`src/rtl/decode_pkg.sv`:
```
// Shared types and encodings for the RV64I decode stage.
//   fetch_data_t  : registered fetch output (pc, raw_instr, valid)
//   decode_op_t   : decoded operation, OP_UNKNOWN for anything unrecognised
//   control_t     : write-back / memory / operand-select controls
//   decode_data_t : decode pipeline register seen by execute
package decode_pkg;

  // Major opcodes
  localparam logic [6:0] OPC_LOAD    = 7'b0000011;
  localparam logic [6:0] OPC_OPIMM   = 7'b0010011;
  localparam logic [6:0] OPC_AUIPC   = 7'b0010111;
  localparam logic [6:0] OPC_OPIMM32 = 7'b0011011;
  localparam logic [6:0] OPC_STORE   = 7'b0100011;
  localparam logic [6:0] OPC_OP      = 7'b0110011;
  localparam logic [6:0] OPC_LUI     = 7'b0110111;
  localparam logic [6:0] OPC_OP32    = 7'b0111011;
  localparam logic [6:0] OPC_BRANCH  = 7'b1100011;
  localparam logic [6:0] OPC_JALR    = 7'b1100111;
  localparam logic [6:0] OPC_JAL     = 7'b1101111;

  localparam logic [6:0] F7_BASE = 7'b0000000;
  localparam logic [6:0] F7_ALT  = 7'b0100000;
  // 6-bit shamt leaves funct6 for RV64 immediate shifts
  localparam logic [5:0] F6_BASE = 6'b000000;
  localparam logic [5:0] F6_ALT  = 6'b010000;

  localparam logic [2:0] F3_ADD  = 3'd0;
  localparam logic [2:0] F3_SLL  = 3'd1;
  localparam logic [2:0] F3_SLT  = 3'd2;
  localparam logic [2:0] F3_SLTU = 3'd3;
  localparam logic [2:0] F3_XOR  = 3'd4;
  localparam logic [2:0] F3_SR   = 3'd5;
  localparam logic [2:0] F3_OR   = 3'd6;
  localparam logic [2:0] F3_AND  = 3'd7;

  typedef enum logic [5:0] {
    OP_UNKNOWN,
    OP_ADD, OP_SUB, OP_SLL, OP_SLT, OP_SLTU, OP_XOR, OP_SRL, OP_SRA, OP_OR, OP_AND,
    OP_ADDI, OP_SLTI, OP_SLTIU, OP_XORI, OP_ORI, OP_ANDI, OP_SLLI, OP_SRLI, OP_SRAI,
    OP_ADDW, OP_SUBW, OP_SLLW, OP_SRLW, OP_SRAW,
    OP_ADDIW, OP_SLLIW, OP_SRLIW, OP_SRAIW,
    OP_LUI, OP_AUIPC, OP_JAL, OP_JALR,
    OP_BEQ, OP_BNE, OP_BLT, OP_BGE, OP_BLTU, OP_BGEU,
    OP_LB, OP_LH, OP_LW, OP_LD, OP_LBU, OP_LHU, OP_LWU,
    OP_SB, OP_SH, OP_SW, OP_SD
  } decode_op_t;

  typedef struct packed {
    logic       regwrite;
    logic       mem_read;
    logic       mem_write;
    logic [1:0] mem_size;
    logic       mem_unsigned;
    logic       alu_src_imm;
  } control_t;

  typedef struct packed {
    logic [63:0] pc;
    logic [31:0] raw_instr;
    logic        valid;
  } fetch_data_t;

  typedef struct packed {
    logic [63:0] pc;
    logic [31:0] raw_instr;
    logic        valid;
    decode_op_t  op;
    logic [4:0]  dst;
    logic [4:0]  ra1;
    logic [4:0]  ra2;
    logic [63:0] src1;
    logic [63:0] src2;
    logic [63:0] imm;
    control_t    ctl;
  } decode_data_t;

endpackage

```
`src/rtl/decode_decoder.sv`:
```
// Purely combinational RV64I instruction cracker.
//   raw_instr_i : 32-bit instruction
//   op_o        : decoded operation (OP_UNKNOWN if illegal)
//   ctl_o       : control fields
//   imm_o       : sign-extended immediate
//   ra1_o/ra2_o : source indices, 0 when the format has no such source
//   dst_o       : destination index, 0 when nothing is written
module decoder
  import decode_pkg::*;
(
  input  logic [31:0] raw_instr_i,
  output decode_op_t  op_o,
  output control_t    ctl_o,
  output logic [63:0] imm_o,
  output logic [4:0]  ra1_o,
  output logic [4:0]  ra2_o,
  output logic [4:0]  dst_o
);

  logic [31:0] ir;
  logic [6:0]  opc, f7;
  logic [2:0]  f3;
  logic [4:0]  rd, rs1, rs2;
  logic [63:0] imm_i, imm_s, imm_b, imm_u, imm_j;
  logic        use1, use2, wr;

  assign ir  = raw_instr_i;
  assign opc = ir[6:0];
  assign rd  = ir[11:7];
  assign f3  = ir[14:12];
  assign rs1 = ir[19:15];
  assign rs2 = ir[24:20];
  assign f7  = ir[31:25];

  assign imm_i = {{52{ir[31]}}, ir[31:20]};
  assign imm_s = {{52{ir[31]}}, ir[31:25], ir[11:7]};
  assign imm_b = {{51{ir[31]}}, ir[31], ir[7], ir[30:25], ir[11:8], 1'b0};
  assign imm_u = {{32{ir[31]}}, ir[31:12], 12'b0};
  assign imm_j = {{43{ir[31]}}, ir[31], ir[19:12], ir[20], ir[30:21], 1'b0};

  always_comb begin
    op_o  = OP_UNKNOWN;
    ctl_o = '0;
    imm_o = '0;
    use1  = 1'b0;
    use2  = 1'b0;
    wr    = 1'b0;
    unique case (opc)
      OPC_LOAD: begin
        use1 = 1'b1; wr = 1'b1; imm_o = imm_i;
        ctl_o.mem_read = 1'b1; ctl_o.alu_src_imm = 1'b1;
        ctl_o.mem_size = f3[1:0]; ctl_o.mem_unsigned = f3[2];
        case (f3)
          3'd0: op_o = OP_LB;  3'd1: op_o = OP_LH;  3'd2: op_o = OP_LW;
          3'd3: op_o = OP_LD;  3'd4: op_o = OP_LBU; 3'd5: op_o = OP_LHU;
          3'd6: op_o = OP_LWU; default: op_o = OP_UNKNOWN;
        endcase
      end
      OPC_STORE: begin
        use1 = 1'b1; use2 = 1'b1; imm_o = imm_s;
        ctl_o.mem_write = 1'b1; ctl_o.alu_src_imm = 1'b1; ctl_o.mem_size = f3[1:0];
        case (f3)
          3'd0: op_o = OP_SB; 3'd1: op_o = OP_SH; 3'd2: op_o = OP_SW; 3'd3: op_o = OP_SD;
          default: op_o = OP_UNKNOWN;
        endcase
      end
      OPC_OPIMM: begin
        use1 = 1'b1; wr = 1'b1; imm_o = imm_i; ctl_o.alu_src_imm = 1'b1;
        case (f3)
          F3_ADD:  op_o = OP_ADDI;
          F3_SLT:  op_o = OP_SLTI;
          F3_SLTU: op_o = OP_SLTIU;
          F3_XOR:  op_o = OP_XORI;
          F3_OR:   op_o = OP_ORI;
          F3_AND:  op_o = OP_ANDI;
          F3_SLL:  op_o = (ir[31:26] == F6_BASE) ? OP_SLLI : OP_UNKNOWN;
          default: op_o = (ir[31:26] == F6_BASE) ? OP_SRLI :
                          (ir[31:26] == F6_ALT)  ? OP_SRAI : OP_UNKNOWN;
        endcase
      end
      OPC_OPIMM32: begin
        use1 = 1'b1; wr = 1'b1; imm_o = imm_i; ctl_o.alu_src_imm = 1'b1;
        case (f3)
          F3_ADD:  op_o = OP_ADDIW;
          F3_SLL:  op_o = (f7 == F7_BASE) ? OP_SLLIW : OP_UNKNOWN;
          F3_SR:   op_o = (f7 == F7_BASE) ? OP_SRLIW :
                          (f7 == F7_ALT)  ? OP_SRAIW : OP_UNKNOWN;
          default: op_o = OP_UNKNOWN;
        endcase
      end
      OPC_OP: begin
        use1 = 1'b1; use2 = 1'b1; wr = 1'b1;
        if (f7 == F7_BASE) begin
          case (f3)
            F3_ADD: op_o = OP_ADD;  F3_SLL:  op_o = OP_SLL;  F3_SLT: op_o = OP_SLT;
            F3_SLTU: op_o = OP_SLTU; F3_XOR: op_o = OP_XOR;  F3_SR:  op_o = OP_SRL;
            F3_OR:  op_o = OP_OR;   default: op_o = OP_AND;
          endcase
        end else if (f7 == F7_ALT) begin
          case (f3)
            F3_ADD:  op_o = OP_SUB;
            F3_SR:   op_o = OP_SRA;
            default: op_o = OP_UNKNOWN;
          endcase
        end
      end
      OPC_OP32: begin
        use1 = 1'b1; use2 = 1'b1; wr = 1'b1;
        if (f7 == F7_BASE) begin
          case (f3)
            F3_ADD: op_o = OP_ADDW; F3_SLL: op_o = OP_SLLW; F3_SR: op_o = OP_SRLW;
            default: op_o = OP_UNKNOWN;
          endcase
        end else if (f7 == F7_ALT) begin
          case (f3)
            F3_ADD: op_o = OP_SUBW; F3_SR: op_o = OP_SRAW;
            default: op_o = OP_UNKNOWN;
          endcase
        end
      end
      OPC_BRANCH: begin
        use1 = 1'b1; use2 = 1'b1; imm_o = imm_b;
        case (f3)
          3'd0: op_o = OP_BEQ;  3'd1: op_o = OP_BNE;  3'd4: op_o = OP_BLT;
          3'd5: op_o = OP_BGE;  3'd6: op_o = OP_BLTU; 3'd7: op_o = OP_BGEU;
          default: op_o = OP_UNKNOWN;
        endcase
      end
      OPC_LUI:   begin wr = 1'b1; imm_o = imm_u; ctl_o.alu_src_imm = 1'b1; op_o = OP_LUI;   end
      OPC_AUIPC: begin wr = 1'b1; imm_o = imm_u; ctl_o.alu_src_imm = 1'b1; op_o = OP_AUIPC; end
      OPC_JAL:   begin wr = 1'b1; imm_o = imm_j; op_o = OP_JAL; end
      OPC_JALR: begin
        use1 = 1'b1; wr = 1'b1; imm_o = imm_i; ctl_o.alu_src_imm = 1'b1;
        op_o = (f3 == 3'd0) ? OP_JALR : OP_UNKNOWN;
      end
      default: op_o = OP_UNKNOWN;
    endcase

    // Illegal encodings must not touch state; execute traps on OP_UNKNOWN.
    if (op_o == OP_UNKNOWN) begin
      ctl_o = '0; imm_o = '0; use1 = 1'b0; use2 = 1'b0; wr = 1'b0;
    end

    ctl_o.regwrite = wr & (rd != 5'd0);
    ra1_o = use1 ? rs1 : 5'd0;
    ra2_o = use2 ? rs2 : 5'd0;
    // Stores/branches reuse rd bits for immediates, so dst is only meaningful on write.
    dst_o = ctl_o.regwrite ? rd : 5'd0;
  end

endmodule

```
`src/rtl/decode.sv`:
```
// RV64I decode stage: cracks dataF, registers the result into dataD and
// detects load-use hazards.
//   clk, reset     : clock, synchronous active-high reset
//   dataF          : registered fetch output
//   branch         : execute redirect, dataF is wrong-path
//   stope, stopm   : execute / memory stall, freeze dataD
//   ra1, ra2       : register-file read indices (combinational from dataF)
//   rd1, rd2       : register-file read data
//   stopd          : load-use stall request to fetch
//   dataD          : decoded instruction to execute
module decode
  import decode_pkg::*;
(
  input  logic         clk,
  input  logic         reset,
  input  fetch_data_t  dataF,
  input  logic         branch,
  input  logic         stope,
  input  logic         stopm,
  output logic [4:0]   ra1,
  output logic [4:0]   ra2,
  input  logic [63:0]  rd1,
  input  logic [63:0]  rd2,
  output logic         stopd,
  output decode_data_t dataD
);

  decode_data_t dataD_q, dataD_d;
  decode_op_t   dec_op;
  control_t     dec_ctl;
  logic [63:0]  dec_imm;
  logic [4:0]   dec_dst;
  logic         hazard;

  decoder u_decoder (
    .raw_instr_i (dataF.raw_instr),
    .op_o        (dec_op),
    .ctl_o       (dec_ctl),
    .imm_o       (dec_imm),
    .ra1_o       (ra1),
    .ra2_o       (ra2),
    .dst_o       (dec_dst)
  );

  always_comb begin
    dataD_d           = '0;
    dataD_d.pc        = dataF.pc;
    dataD_d.raw_instr = dataF.raw_instr;
    dataD_d.valid     = dataF.valid;
    dataD_d.op        = dec_op;
    dataD_d.dst       = dec_dst;
    dataD_d.ra1       = ra1;
    dataD_d.ra2       = ra2;
    dataD_d.src1      = rd1;
    dataD_d.src2      = rd2;
    dataD_d.imm       = dec_imm;
    dataD_d.ctl       = dec_ctl;
  end

  // Unused sources decode to x0, and dst!=0 keeps them from matching.
  assign hazard = dataF.valid & dataD_q.valid & dataD_q.ctl.mem_read &
                  (dataD_q.dst != 5'd0) &
                  ((dataD_q.dst == ra1) | (dataD_q.dst == ra2));
  assign stopd  = hazard & ~branch;

  // Bubbles only drop valid; the stale load fields are harmless since hazard is gated by valid.
  always_ff @(posedge clk) begin
    if (reset)               dataD_q       <= '0;
    else if (stope | stopm)  dataD_q       <= dataD_q;
    else if (branch)         dataD_q.valid <= 1'b0;
    else if (hazard)         dataD_q.valid <= 1'b0;
    else                     dataD_q       <= dataD_d;
  end

  assign dataD = dataD_q;

endmodule

```
`config.mk`:
```
export PLATFORM = sky130hd
export DESIGN_NAME = decode
export DESIGN_NICKNAME = d
export VERILOG_FILES = /design/src/rtl/decode_pkg.sv /design/src/rtl/decode_decoder.sv /design/src/rtl/decode.sv
export SDC_FILE = /design/constraint.sdc
export NUM_CORES = 1
export LEC_CHECK = 0
export BUFFER_PORTS_ARGS = -buffer_cell sky130_fd_sc_hd__buf_2
export CAP_MARGIN = 20
export CELL_PAD_IN_SITES_DETAIL_PLACEMENT = 0
export CELL_PAD_IN_SITES_GLOBAL_PLACEMENT = 1
export CORE_AREA = 5 5 215 217
export CTS_CLUSTER_SIZE = 40
export DETAILED_ROUTE_END_ITERATION = 10
export DIE_AREA = 0 0 220 222
export PLACE_DENSITY = 0.72
export RECOVER_POWER = 50
export SYNTH_ARGS = -nofsm -noshare
export SYNTH_HDL_FRONTEND = slang
export SYNTH_SLANG_ARGS = --single-unit
```
`constraint.sdc`:
```
create_clock -name clk -period 7.84 [get_ports clk]
set_input_delay 1.176 -clock clk [delete_from_list [all_inputs] [get_ports clk]]
set_output_delay 1.176 -clock clk [all_outputs]
set_load 0.05 [all_outputs]
```
==> impl_metrics.json, run 1 <==
{
  "crit_chain": "buf_2 > or3b_2 > a21oi_1 > a221oi_1 > nand4_1 > or4_4 > o21ai_0 > a2bb2oi_2 > or4b_4 > a21oi_1 > buf_2",
  "antenna_found_initial": 10,
  "worstPathRequired_ns": 6.66,
  "cts_max_level": 2,
  "routabilityCongestion": 0.9149,
  "layout-drive-gt1-share_pct": 18.01,
  "cts.path.max_buffers": 3,
  "die_w_um": 220,
  "fin_worst_skew_ns": 0.02216,
  "fin_nets": 2226,
  "p_per_area_nw_per_um2": 210.6,
  "vias_per_cell": 5.766,
  "status": "completed",
  "final_antenna_net_count": 0,
  "setup_viol": 0,
  "period_minus_slack_ns": 5.910,
  "area_growth_pct": 24.61,
  "synth.most_common_cell": "dfxtp_1",
  "layout_worst_path_cycle_share_pct": 75.38,
  "worstPathMaxFanout": 19,
  "cp_slowest_cell": "or4_4",
  "start_util_pct": 31.56,
  "timing_hold_violations_final": 0,
  "synthFlopType": "dfxtp_1",
  "leakagePower_nw": 6.099,
  "worstPathArrival_ns": 4.73,
  "n_fill_cell": 4755,
  "worst_slew_pin_slew_ns": 1.207,
  "cts_resized": 0,
  "ys_top_cells_by_count": "285 x dfxtp_1, 257 x a21oi_1, 238 x nand4_1, 233 x o31ai_1, 112 x clkbuf_1",
  "slew_violations": 0,
  "grt_start_max_net_pins": 196,
  "start_kind": "input pin",
  "max_cap_violations": 0,
  "clockRootBuffer": "clkbuf_16",
  "grt_pass1_wl_um": 90120,
  "grt_overflow": 0,
  "rsz0062_at_grt": "no",
  "final_cells": 2621,
  "ys_types": 75,
  "seq_area_frac_synth_pct": 41.15,
  "max_freq_mhz": 169.2,
  "clk_pin_slew_worst_paths_ns": 0.06,
  "syn_inst": 1629,
  "cpPeakStageDelay_ns": 0.60,
  "wirelength_um": 61640,
  "core_um2": 43930,
  "netlist.area_leader.share_pct": 41.15,
  "synth_edf_count": 0,
  "critPathCaptureType": "primary output",
  "ys_top_cells_by_area": "dfxtp_1 41%, o31ai_1 13%, nand4_1 11%",
  "post-cts-setup-buffers": 0,
  "synth_area_um2": 13860,
  "synth-seq-cells": 285,
  "port_buffers": 557,
  "place_inst": 2548,
  "drt_iter0_drc": 1584,
  "tns_ns": 0,
  "wl_per_cell_um": 23.52,
  "grt_pass1_vias": 14240,
  "yosys.area.top_type": "dfxtp_1",
  "critical_path_class": "input pin to primary output",
  "die_area_um2": 48840,
  "globalRouteTotalUtil_pct": 23.20,
  "num_io_pins": 558,
  "ctsHoldBuffers": 0,
  "cts_tree": "done",
  "yosys_warnings": 0,
  "chipHeight_um": 222,
  "min_path_type": "flop to flop",
  "ir_worst_vdd_v": 0.0001183,
  "synth_fp_nets": 1859,
  "dpl.hpwl_um": 40580,
  "vias": 15110,
  "syn_avg_cell_area_um2": 8.511,
  "dr.pass1.iters": 5,
  "slew_headroom_pct": 18.89,
  "num_rows": 77,
  "cts_buffers": 37,
  "drc_errors": 0,
  "async_flop_share_pct": 0,
  "clk_latency_ns": 0.55,
  "largest_reg_flops": 285,
  "clock-sinks": 285
}
## worst max-delay path: cells and delay by family
kind / cells / cell delay [ns]
AO/OA/AOI/OAI: 5 / 1.35
AND/OR/NAND/NOR: 4 / 1.58
buffers and inverters: 2 / 0.62
## cells by family after synthesis
family                 share of synthesized area (%)
XOR/XNOR                                      0.4422
AO/OA/AOI/OAI                                  26.40
buffers and inverters                          8.880
flip-flops                                     41.15
multiplexers                                   3.520
AND/OR/NAND/NOR                                19.61
## final cells by class
cell class	instances	area [µm²]	area share (%)
well taps	592	740.7	4.287
flip-flops and latches	285	5705	33.02
clock inverters	12	136.4	0.7894
multi-input cells	1085	6962	40.30
inverters	9	33.78	0.1955
clock buffers	52	1062	6.149
repair buffers	578	2616	15.14
diodes	8	20.02	0.1159
## power breakdown
part           internal (mW)  total, mW  switching (mW)  leakage [nW]
clock network           1.01       1.69           0.674         0.596
logic                  0.114      0.441           0.328          3.19
registers               1.49       1.51          0.0217          2.31
total                   2.61       3.64            1.02          6.10
## layer usage
layer | vias up | part of all wire, % | GRT usage [%]
li1 | 6963 | - | -
met5 | - | 0.036 | 0
met1 | 7275 | 40 | 29.50
met3 | 125 | 9.4 | 6.650
met2 | 746 | 46 | 36.68
met4 | 4 | 3.9 | 9.946
## per-stage QoR
stage                     hold slack (ns)  util [%]  area [µm²]  power (mW)  worst slack (ns)
after floorplan                    0.6771         -       13860       1.825             1.951
after global placement             0.4445     37.36       16410       1.989             1.909
after detailed placement           0.4490     37.36       16410       1.990             1.998
after CTS                          0.4625     40.09       17610       3.689             2.025
after global routing               0.4716     39.32       17270       3.766             1.855
final                              0.4640     39.33       17280       3.638             1.930
## placed cells by master (no fill, tap or decap), types with 4 or more instances in the layout
cell	synthesis	layout
clkbuf_1	112	313
dfxtp_1	285	285
a21oi_1	257	257
buf_2	60	250
nand4_1	238	238
o31ai_1	233	233
nand2_1	56	56
nor2_1	44	44
clkbuf_16	0	37
nor2b_1	35	35
mux2_1	23	23
buf_4	39	18
o21ai_0	16	16
mux2i_1	15	15
nor3_1	13	12
nand3_1	11	11
and2_1	11	11
a31oi_1	9	9
inv_1	9	9
clkbuf_8	0	9
diode_2	0	8
mux2_2	7	7
clkinv_2	0	7
and3_1	6	6
a22oi_1	6	6
nor4_1	6	6
nand2b_1	6	6
a211oi_1	6	6
xnor2_1	5	5
nor3_2	3	4
a2111oi_0	4	4
## path summary, 6_finish.rpt
check / startpoint / to / slack (ns) / depth (start not counted)
max reg2reg: dataD[213] / dataD[312] / 4.08 / 9
min reg2reg: dataD[254] / dataD[254] / 0.46 / 2
max: dataF[7] / stopd / 1.93 / 11
min: dataD[254] / dataD[254] / 0.46 / 2
No activity file was read; power rests on OpenSTA's default activity.
==> run 2: changes to the inputs <==
--- a/config.mk
+++ b/config.mk
@@ -9,11 +9,11 @@
 export CAP_MARGIN = 20
 export CELL_PAD_IN_SITES_DETAIL_PLACEMENT = 0
 export CELL_PAD_IN_SITES_GLOBAL_PLACEMENT = 1
-export CORE_AREA = 5 5 215 217
+export CORE_AREA = 5 5 212 214
 export CTS_CLUSTER_SIZE = 40
 export DETAILED_ROUTE_END_ITERATION = 10
-export DIE_AREA = 0 0 220 222
-export PLACE_DENSITY = 0.72
+export DIE_AREA = 0 0 217 219
+export PLACE_DENSITY = 0.74
 export RECOVER_POWER = 50
 export SYNTH_ARGS = -nofsm -noshare
 export SYNTH_HDL_FRONTEND = slang
==> constraint.sdc (replaced) <==
create_clock -name clk -period 5.7 [get_ports clk]
set_input_delay 0.855 -clock clk [delete_from_list [all_inputs] [get_ports clk]]
set_output_delay 0.855 -clock clk [all_outputs]
set_load 0.05 [all_outputs]
==> run 2 against run 1 <==
Via count decreased by 0.46%. Register-to-register slack got worse by 1.4 ns. Die area decreased by 2.7%. Core utilization increased by 1.1 points. Critical path depth unchanged. Cell area about the same. Non-clock buffer count increased by 2.
==> impl_metrics.json, run 2 (synthesis results as in run 1) <==
{
  "status": "completed",
  "grt_pass1_vias": 14250,
  "setup_viol": 0,
  "worst_slew_pin_slew_ns": 1.065,
  "start_util_pct": 32.47,
  "chipHeight_um": 219,
  "worstPathMaxFanout": 19,
  "worstPathArrival_ns": 4.24,
  "drc_errors": 0,
  "critPathCaptureType": "primary output",
  "tns_ns": 0,
  "cts.path.max_buffers": 3,
  "min_path_type": "flop to flop",
  "grt_start_max_net_pins": 166,
  "core_um2": 42700,
  "timing_hold_violations_final": 0,
  "wl_per_cell_um": 22.84,
  "cts_tree": "done",
  "fin_worst_skew_ns": 0.01356,
  "cts_resized": 0,
  "drt_iter0_drc": 1870,
  "layout_commonest_cell": "clkbuf_1",
  "layout-drive-gt1-share_pct": 18.09,
  "rsz0062_at_grt": "no",
  "die_area_um2": 47520,
  "place_inst": 2503,
  "start_kind": "input pin",
  "dpl.hpwl_um": 38050,
  "power_mw": 4.894,
  "worstPathRequired_ns": 4.85,
  "leakagePower_nw": 6.125,
  "seqPwrFrac_pct": 42.4,
  "port_buffers": 557,
  "setup_slack_ns": 0.6029,
  "num_rows": 76,
  "max_freq_mhz": 196.2,
  "die_w_um": 217,
  "clk_pin_slew_worst_paths_ns": 0.05,
  "final_antenna_net_count": 0,
  "layout_worst_path_cycle_share_pct": 89.42,
  "clock-sinks": 285,
  "grt_pass1_wl_um": 86710,
  "place_area_um2": 16450,
  "globalRouteTotalUtil_pct": 22.49,
  "critical_path_class": "input pin to primary output",
  "p_per_area_nw_per_um2": 283.4,
  "switching_power_mw": 1.367,
  "p_int_mw": 3.528,
  "num_io_pins": 558,
  "final_cells": 2575,
  "dr.pass1.iters": 5,
  "post-cts-setup-buffers": 0,
  "p_comb_share_pct": 12.3,
  "area_growth_pct": 24.57,
  "largest_reg_flops": 285,
  "clk_latency_ns": 0.53,
  "max_cap_violations": 0,
  "p_sw_share_pct": 27.93,
  "period_minus_slack_ns": 5.097,
  "wirelength_um": 58820,
  "preCtsSetupSlack_ns": 0.6785,
  "antenna_found_initial": 8,
  "ir_worst_vdd_v": 0.0001836,
  "slew_violations": 0,
  "cts_max_level": 2,
  "grt_overflow": 0,
  "cts_buffers": 36,
  "final_cell_mix": "313 x clkbuf_1, 285 x dfxtp_1, 257 x a21oi_1, 250 x buf_2, 238 x nand4_1",
  "slew_headroom_pct": 28.98,
  "fin_nets": 2227,
  "vias_per_cell": 5.842,
  "r2r_setup_slack_ns": 2.68,
  "design_area_um2": 17270,
  "clock_power_share_pct": 45.3,
  "ctsHoldBuffers": 0,
  "routabilityCongestion": 0.9610,
  "clockRootBuffer": "clkbuf_16",
  "vias": 15040
}
run 2: changes by cell type in the layout (fill, tap and decap cells not counted):
cell and delta:
clkinv_2 -1, clkbuf_8 +2, bufinv_16 -2, buf_12 +7, clkinv_8 -2, clkinv_4 +1
clkinvlp_4 +1, diode_2 -2, inv_6 +1, buf_4 -5
run 2: path summary, 6_finish.rpt:
path / start / endpoint / cells past startpoint
worst max-delay path: dataF[7] / stopd / 11
worst min-delay path: dataD[116] / dataD[116] / 2
worst max register to register: dataD[213] / dataD[7] / 8
worst min register to register: dataD[116] / dataD[116] / 2
run 2: worst max-delay path: stages:
cell and delay, ns:
buf_2 0.22, or3b_2 0.52, a21oi_1 0.80, a221oi_1 0.14
nand4_1 0.19, or4_4 0.17, o211ai_2 0.11, xor2_1 0.20
or4b_4 0.55, a21oi_1 0.19, buf_2 0.29
run 2: per-layer routing:
| layer | global-route usage [%] | part of all wire, % |
|---|---|---|
| met5 | 0 | 0.048 |
| met4 | 7.478 | 2.8 |
| met3 | 6.856 | 9.8 |
| met2 | 35.91 | 46 |
| met1 | 29.14 | 41 |
run 2: cell type report:
class	count	area [µm²]
fillers	4562	25420
multi-input cells	1085	6962
flip-flops and latches	285	5705
repair buffers	580	2719
clock buffers	54	1090
well taps	546	683.2
clock inverters	10	63.81
inverters	9	33.78
diodes	6	15.01
run 2: power groups by stage:
stage / Clock, mW / Sequential [mW] / Combinational (mW)
final: 2.22 / 2.08 / 0.601
after global routing: 2.37 / 2.08 / 0.635
after CTS: 2.29 / 2.07 / 0.614
after detailed placement: 0 / 2.12 / 0.613
after global placement: 0 / 2.11 / 0.612
after floorplan: 0 / 2.30 / 0.207
run 2: metrics by stage:
step	hold slack (ns)	utilization, %
final	0.4628	40.45
after global routing	0.4764	40.45
after CTS	0.4649	41.23
after detailed placement	0.4562	38.53
after global placement	0.4425	38.53
after floorplan	0.6771	-
